**src/rtl/sram_bank_bridge.sv**
```systemverilog
// rtl/sram_bank_bridge.sv - AVR data-bus to banked synchronous single-port SRAM bridge
module sram_bank_bridge #(
    parameter int ADDR_W    = 12,
    parameter int DATA_W    = 8,
    parameter int BASE      = 256,
    parameter int BANK_AW   = 8,
    parameter int NUM_BANKS = 2,
    parameter int RD_LAT    = 1
) (
    input  logic                        clk,
    input  logic                        ireset,
    input  logic                        core_re,
    input  logic                        core_we,
    input  logic [ADDR_W-1:0]           core_adr,
    input  logic [DATA_W-1:0]           core_dout,
    output logic [DATA_W-1:0]           core_din,
    output logic                        core_stall,
    output logic                        hit,
    output logic [NUM_BANKS-1:0]        sram_cen,
    output logic                        sram_wen,
    output logic [BANK_AW-1:0]          sram_a,
    output logic [DATA_W-1:0]           sram_d,
    input  logic [NUM_BANKS*DATA_W-1:0] sram_q
);

    localparam int BANK_W = (NUM_BANKS > 1) ? $clog2(NUM_BANKS) : 1;

    localparam logic [ADDR_W-1:0] BASE_A = ADDR_W'(BASE);
    // Widened by one bit so a window that fills the whole address space still compares correctly.
    localparam logic [ADDR_W:0]   NB_LIM = (ADDR_W + 1)'(NUM_BANKS);
    // Cycles spent in RWAIT minus one; unused when the macro answers after a single edge.
    localparam logic [1:0]        CNT_INIT = 2'((RD_LAT > 1) ? RD_LAT - 2 : 0);

    localparam logic [1:0] ST_IDLE  = 2'd0;
    localparam logic [1:0] ST_RWAIT = 2'd1;
    localparam logic [1:0] ST_RDATA = 2'd2;

    logic [1:0]         state;
    logic [1:0]         cnt;
    logic [BANK_W-1:0]  lat_bank;
    logic [BANK_AW-1:0] lat_a;
    logic [DATA_W-1:0]  rdata_q;

    logic [ADDR_W-1:0]  off;
    logic [ADDR_W-1:0]  off_shift;
    logic [BANK_W-1:0]  bank;
    logic [DATA_W-1:0]  q_sel;
    logic               idle;
    logic               wr_go;
    logic               rd_go;

    // Window decode: offset from BASE, bank index from the bits above the bank depth.
    always_comb begin
        off       = core_adr - BASE_A;
        off_shift = off >> BANK_AW;
        hit       = (core_adr >= BASE_A) && ({1'b0, off_shift} < NB_LIM);
        bank      = off_shift[BANK_W-1:0];
    end

    // Requests are only taken in IDLE and never while reset is asserted; a write wins over a read.
    always_comb begin
        idle  = (state == ST_IDLE);
        wr_go = !ireset && idle && core_we && hit;
        rd_go = !ireset && idle && core_re && !core_we && hit;
    end

    // Read-data select from the bank latched when the read was issued.
    always_comb begin
        q_sel = '0;
        for (int b = 0; b < NUM_BANKS; b++) begin
            if (lat_bank == BANK_W'(b)) begin
                q_sel = sram_q[b*DATA_W +: DATA_W];
            end
        end
    end

    // Macro strobes: one bank enabled only in the cycle a request is accepted.
    always_comb begin
        sram_cen = '1;
        if (wr_go || rd_go) begin
            for (int b = 0; b < NUM_BANKS; b++) begin
                if (bank == BANK_W'(b)) begin
                    sram_cen[b] = 1'b0;
                end
            end
        end
    end

    // Shared macro bus, stall and read-data return to the core.
    always_comb begin
        sram_wen   = !wr_go;
        sram_d     = core_dout;
        sram_a     = idle ? off[BANK_AW-1:0] : lat_a;
        core_stall = !ireset && (rd_go || (state == ST_RWAIT));
        core_din   = (state == ST_RDATA) ? q_sel : rdata_q;
    end

    // Read sequencer: issue, wait out the macro latency, return data once, then back to IDLE.
    always_ff @(posedge clk or posedge ireset) begin
        if (ireset) begin
            state    <= ST_IDLE;
            cnt      <= 2'd0;
            lat_bank <= '0;
            lat_a    <= '0;
            rdata_q  <= '0;
        end else begin
            case (state)
                ST_IDLE: begin
                    if (rd_go) begin
                        lat_bank <= bank;
                        lat_a    <= off[BANK_AW-1:0];
                        if (RD_LAT == 1) begin
                            state <= ST_RDATA;
                        end else begin
                            state <= ST_RWAIT;
                            cnt   <= CNT_INIT;
                        end
                    end
                end
                ST_RWAIT: begin
                    if (cnt == 2'd0) begin
                        state <= ST_RDATA;
                    end else begin
                        cnt <= cnt - 2'd1;
                    end
                end
                ST_RDATA: begin
                    rdata_q <= q_sel;
                    state   <= ST_IDLE;
                end
                default: begin
                    state <= ST_IDLE;
                end
            endcase
        end
    end

endmodule

```
**config.mk**
```make
export PLATFORM = sky130hd
export DESIGN_NAME = sram_bank_bridge
export DESIGN_NICKNAME = d
export VERILOG_FILES = /design/src/rtl/sram_bank_bridge.sv
export SDC_FILE = /design/constraint.sdc
export NUM_CORES = 1
export LEC_CHECK = 0
export CAP_MARGIN = 10
export CELL_PAD_IN_SITES_DETAIL_PLACEMENT = 1
export CELL_PAD_IN_SITES_GLOBAL_PLACEMENT = 1
export CORE_MARGIN = 2
export CORE_UTILIZATION = 25
export DETAILED_ROUTE_END_ITERATION = 10
export PLACE_DENSITY = 0.76
export SYNTH_ARGS = -nofsm -noshare
export SYNTH_HDL_FRONTEND = slang
export SYNTH_SLANG_ARGS = --single-unit
```
**constraint.sdc**
```tcl
create_clock -name clk -period 2.9 [get_ports clk]
set_input_delay 0.725 -clock clk [delete_from_list [all_inputs] [get_ports clk]]
set_output_delay 0.725 -clock clk [all_outputs]
set_load 0.02 [all_outputs]
```
==> flow_summary.json, run 1 <==
{
  "slowest_delay_ps": 630,
  "p_per_area_mw_per_mm2": 513.6,
  "slew_violations": 0,
  "multi_input_area_um2": 498.0,
  "drive_above_1_share": 0.3099,
  "dieHeight_um": 68.26,
  "via_count": 850,
  "netlist_instances": 92,
  "routedWlPerCell_um": 14.86,
  "dr.pass1.iters": 3,
  "reg2reg_from": "state[1]$_DFFE_PP0P_",
  "r2r_cells": 4,
  "dpl_worst_slack_ps": -720.6,
  "intPower_mw": 0.6055,
  "criticalPathCategory": "input port to output port",
  "p_sw_mw": 0.2480,
  "seq_area_um2": 450.4,
  "pwr-share-comb": 0.353,
  "dr.first_iter.drc_count": 11,
  "max-cap-violations": 0,
  "die_w_um": 68.26,
  "sw_frac_of_total": 0.2906,
  "drc": 0,
  "start_kind": "input port",
  "ir_worst_vdd_mv": 0.2207,
  "yosysWarnings": 0,
  "hold_ws_ps": 511.5,
  "rsz0062_at_grt": "false",
  "finalPower_mw": 0.8534,
  "io_buffers": 52,
  "grt_max_degree": 19,
  "cp_slowest_cell": "clkdlybuf4s50_1",
  "avgViaCountPerCell": 4.427,
  "start_util": 0.2581,
  "seqPwrFrac": 0.407,
  "fin_ws_ps": 98.82,
  "cts.path.max_buffers": 2,
  "ant_nets": 0,
  "grtUsageTotal": 0.1302,
  "clock_skew_ps": 2.423,
  "hp-start": "lat_a[4]$_DFFE_PP0P_",
  "clk_pin_slew_ps": 70,
  "rr_endpoint": "lat_a[3]$_DFFE_PP0P_",
  "fin_crit_sh": 0.9659,
  "status": "finished, final reports clean",
  "cp_top_family": "buffers and inverters",
  "cts.sinks": 18,
  "worstMarginPinSlew_ps": 711.8,
  "crit_chain": "clkdlybuf4s50_1 -> mux2i_1 -> a21oi_1 -> clkdlybuf4s50_1",
  "top_layer": "met3",
  "fill_cells": 443,
  "crit_path_frequent_cell": "clkdlybuf4s50_1",
  "cts_tree": "built",
  "dieArea_mm2": 0.004659,
  "power_frac_clock": 0.240,
  "r2r_slack_ps": 1360,
  "areaGrowthSynthToFinish_pct": 60.97,
  "utilization": 0.4154,
  "wl_met1_um": 1068,
  "syn_nets": 133,
  "wl_met2_um": 1529,
  "arrival_ps": 2080,
  "endpoint_kind": "output port",
  "pin_count": 69,
  "leakage_nw": 0.7612,
  "cts_root_buf": "clkbuf_8",
  "core_area_mm2": 0.004000,
  "cp_max_fo": 2,
  "placementRows": 23,
  "hold_class": "register to register",
  "antenna_cells": 0,
  "grt_pass1_vias": 977,
  "cts_hold_buf": 0,
  "wl_um": 2853,
  "min_delay_path_depth": 1,
  "max_clock_freq_ghz": 0.3570,
  "synth-seq-cells": 18,
  "min_to": "lat_a[4]$_DFFE_PP0P_",
  "hold_viol_final": 0,
  "yosysSeqAreaShare": 0.4364,
  "dpl.hpwl_um": 2213,
  "cts_buffers": 3,
  "cts-htree-levels": 1,
  "grt_overflow": 0,
  "setup_tns_ps": 0,
  "syn_area_per_cell_um2": 11.22,
  "insertion_delay_ps": 250,
  "cp.buffers_inverters": 2,
  "setup_viol": 0,
  "synthDistinctLibCells": 21,
  "grt_pass1_wl_um": 4519,
  "place_congestion": 0.7368,
  "slew_headroom": 0.5249,
  "worstSetupPathDepth": 4,
  "period_minus_slack_ps": 2801,
  "syn-cell-area_mm2": 0.001032,
  "dr_wl_met3_um": 255,
  "nNetsFinal": 184,
  "required_ps": 2170,
  "antenna_found_initial": 0
}
==> logic make-up (layout without fill, tap and decap cells) <==
group	count (synthesis)	count (layout)	synth area share
AO/OA/AOI/OAI	12	12	0.07274
adder cells (fa/ha/maj)	1	1	0.01212
buffers and inverters	18	68	0.1018
flip-flops	18	18	0.4364
multiplexers	25	25	0.2921
AND/OR/NAND/NOR	18	18	0.08485
==> area by class of cell <==
class	count	share of cell area
clock buffer	4	0.03313
inverter	5	0.01130
multi-input combinational	56	0.2997
sequential	18	0.2711
tap	50	0.03765
timing repair buffer	59	0.3471
==> per-layer routing <==
layer | track usage | vias to the layer above
met5 | 0 | -
met4 | 0.01500 | 0
met3 | 0.05099 | 0
met2 | 0.2391 | 32
met1 | 0.1455 | 414
li1 | - | 404
==> per-stage QoR <==
step	cell area (um^2)	instances
after global routing	1662	192
final	1662	192
after global placement	1574	187
after CTS	1630	192
after floorplan	1032	92
after detailed placement	1574	187
==> layout by cell type, fill, tap and decap left out, types with 3 or more instances in the layout <==
master / synthesis / final
nor2_1: 9 / 9
clkdlybuf4s50_1: 0 / 38
mux2_4: 8 / 8
nand2_1: 4 / 3
mux2i_1: 8 / 8
inv_2: 0 / 3
mux2_2: 9 / 9
clkbuf_8: 0 / 4
buf_4: 8 / 8
dfrtp_1: 18 / 18
dlymetal6s2s_1: 0 / 7
a21oi_1: 8 / 8
==> state kept, by name, summed over array words and instances, names as in the netlist <==
name	flops
lat_a	8
lat_bank	1
rdata_q	8
state	1
==> power by group through the flow <==
stage / clock network, mW / registers, mW / logic, mW
6_report: 0.205 / 0.347 / 0.302
5_1_grt: 0.229 / 0.357 / 0.327
4_1_cts: 0.212 / 0.349 / 0.309
3_5_place_dp: 0 / 0.353 / 0.306
3_3_place_gp: 0 / 0.349 / 0.299
2_1_floorplan: 0 / 0.330 / 0.195
==> Yosys cell counts <==
library cell / count / share of area
nor2b_1: 1 / 0.0061
nand4_2: 1 / 0.012
o21a_1: 1 / 0.0073
inv_1: 5 / 0.018
ha_1: 1 / 0.012
clkbuf_1: 4 / 0.015
nand4_1: 1 / 0.0061
nor4_1: 1 / 0.0061
o2111a_1: 1 / 0.011
mux2i_1: 8 / 0.078
o21bai_1: 1 / 0.0073
nor2_1: 9 / 0.033
dfrtp_1: 18 / 0.44
buf_4: 8 / 0.058
a21oi_1: 8 / 0.039
o21ai_2: 1 / 0.0085
mux2_4: 8 / 0.12
buf_6: 1 / 0.011
nand2_1: 4 / 0.015
and2_2: 1 / 0.0073
mux2_2: 9 / 0.098
==> timing repair <==
action,4_1_cts,5_1_grt
pin swaps,3,3
resized for setup,28,16
setup buffers,1,0
endpoints found under the setup margin,5,11
==> worst max path at each step <==
stage / startpoint / endpoint / slack [ps]
after floorplan: core_adr[8] / core_stall / 270
after global placement: core_adr[8] / sram_cen[0] / -590
after detailed placement: core_adr[8] / sram_cen[1] / -720
after CTS: sram_q[9] / core_din[1] / 8
after global routing: sram_q[11] / core_din[3] / 0.3
final: sram_q[11] / core_din[3] / 100
No activity file was read; power rests on OpenSTA's default activity.
==> run 2: changes to the inputs <==
ABC_CLOCK_PERIOD_IN_PS = 2900   (was default)
==> results of run 2 <==
The final DEF is identical to that of run 1; final timing and power are the same.
==> run 3: changes to the inputs <==
--- a/constraint.sdc
+++ b/constraint.sdc
@@ -3,2 +3,2 @@
 set_output_delay 0.725 -clock clk [all_outputs]
-set_load 0.02 [all_outputs]
+set_load 0.05 [all_outputs]
==> flow_summary.json, run 3 (same netlist as run 1, synthesis figures left out) <==
{
  "dr.pass1.iters": 4,
  "hold_viol_final": 0,
  "criticalPathCategory": "input port to output port",
  "via_count": 844,
  "ant_nets": 0,
  "layout_common_cells": "clkdlybuf4s50_1, dfrtp_1, buf_12, nor2_1, mux2_2",
  "max_clock_freq_ghz": 0.3645,
  "p_sw_mw": 0.3566,
  "setup_viol": 0,
  "fill_cells": 420,
  "slew_violations": 0,
  "dieArea_mm2": 0.004659,
  "fin_crit_sh": 0.9461,
  "required_ps": 2170,
  "period_minus_slack_ps": 2744,
  "final_cells": 191,
  "p_per_area_mw_per_mm2": 572.9,
  "routedWlPerCell_um": 14.83,
  "reg_top3": "lat_a x8, rdata_q x8",
  "cp_slowest_cell": "o2111a_1",
  "antenna_cells": 0,
  "sw_frac_of_total": 0.3420,
  "cts-htree-levels": 1,
  "grt_pass1_wl_um": 4409,
  "postCtsSetupBuffers": 0,
  "dr.first_iter.drc_count": 7,
  "clk_pin_slew_ps": 70,
  "cts_tree": "built",
  "slew_headroom": 0.5265,
  "clock_skew_ps": 2.269,
  "cts_hold_buf": 0,
  "slowest_delay_ps": 230,
  "final_common_cell": "clkdlybuf4s50_1",
  "finalPower_mw": 1.043,
  "cts_root_buf": "clkbuf_8",
  "start_util": 0.2581,
  "intPower_mw": 0.6862,
  "insertion_delay_ps": 250,
  "ir_worst_vdd_mv": 0.1560,
  "pwr-share-comb": 0.471,
  "antenna_found_initial": 0,
  "hold_class": "register to register",
  "cts.path.max_buffers": 2,
  "placementRows": 23,
  "start_kind": "input port",
  "leakage_nw": 0.8371,
  "worstMarginPinSlew_ps": 709.5,
  "cp_max_fo": 3,
  "avgViaCountPerCell": 4.419,
  "grtUsageTotal": 0.1283,
  "cts_buffers": 3,
  "place_congestion": 0.7276,
  "grt_overflow": 0,
  "grt_max_degree": 19,
  "drive_above_1_share": 0.3972,
  "endpoint_kind": "output port",
  "core_area_mm2": 0.004000,
  "grt_pass1_vias": 961,
  "die_w_um": 68.26,
  "arrival_ps": 2020,
  "nNetsFinal": 183,
  "seqPwrFrac": 0.333,
  "io_buffers": 52,
  "areaGrowthSynthToFinish_pct": 76.36,
  "pin_count": 69,
  "power_frac_clock": 0.195,
  "dieHeight_um": 68.26,
  "max-cap-violations": 0,
  "cts.sinks": 18,
  "wl_um": 2833,
  "drc": 0,
  "status": "finished, final reports clean",
  "dp.cells": 187,
  "dpl.hpwl_um": 2332,
  "rsz0062_at_grt": "false",
  "crit_chain": "clkbuf_2 -> inv_1 -> ha_4 -> o21bai_1 -> o21a_1 -> o21ai_2 -> o2111a_1 -> nand2_1 -> buf_6"
}
run 3: cell types whose count changed in the layout (fill, tap and decap cells not counted), sizes merged:
cell / delta
dlymetal6s2s: -6
clkdlybuf4s50: -10
clkdlybuf4s15: -1
buf: +17
clkbuf: -1
run 3: final timing paths:
path | start | to | slack, ps | depth (start not counted)
worst min-delay path | lat_a[1]$_DFFE_PP0P_ | lat_a[1]$_DFFE_PP0P_ | 510 | 1
max in group asynchronous | ireset | rdata_q[2]$_DFF_PP0_ | 1530 | 2
worst max register to register | state[1]$_DFFE_PP0P_ | lat_a[6]$_DFFE_PP0P_ | 1150 | 5
min in group asynchronous | ireset | lat_a[1]$_DFFE_PP0P_ | 920 | 2
worst min register to register | lat_a[1]$_DFFE_PP0P_ | lat_a[1]$_DFFE_PP0P_ | 510 | 1
worst max-delay path | core_adr[9] | sram_cen[0] | 160 | 9
run 3: layout make-up:
type                    instances  area [um^2]  share of cell area
multi-input cells              56        495.5              0.2722
well taps                      50        62.56             0.03436
repair buffers                 58        738.2              0.4055
flip-flops and latches         18        450.4              0.2474
clock buffers                   4        55.05             0.03024
inverters                       5        18.77             0.01031
run 3: metal layers:
layer	global-route usage	routed length [um]	vias up
met5	0	0	-
met4	0.03750	12	0
met3	0.02632	166	2
met2	0.2512	1592	29
met1	0.1359	1062	409
li1	-	-	404
run 3: critical path: cells and delay by family:
family	cells	cell delay [ps]
simple gates	1	70
fa+ha+maj	1	160
buf+inv	3	300
compound gates	4	750
run 3: through the flow:
step | hold WS, ps | cell area [um^2] | TNS, ps | utilization | worst slack, ps
after floorplan | 473.6 | 1032 | 0 | - | 105.7
after global placement | 484.6 | 1747 | -975.6 | 0.4367 | -220.1
after detailed placement | 492.7 | 1747 | -1482 | 0.4367 | -327.4
after CTS | 519.5 | 1813 | 0 | 0.4532 | 17.19
after global routing | 540.7 | 1821 | 0 | 0.4551 | 60.38
final | 514.9 | 1821 | 0 | 0.4551 | 156.4
run 3: timing repair:
item / CTS / global route
setup endpoints to repair: 5 / 5
resized for setup: 9 / 5
pin swaps: 5 / 6
run 3: power groups by stage:
stage	clock network, mW	logic [mW]	registers [mW]
3_3_place_gp	0	0.485	0.350
6_report	0.203	0.492	0.348
2_1_floorplan	0	0.297	0.330
5_1_grt	0.223	0.518	0.357
4_1_cts	0.210	0.497	0.349
3_5_place_dp	0	0.495	0.353
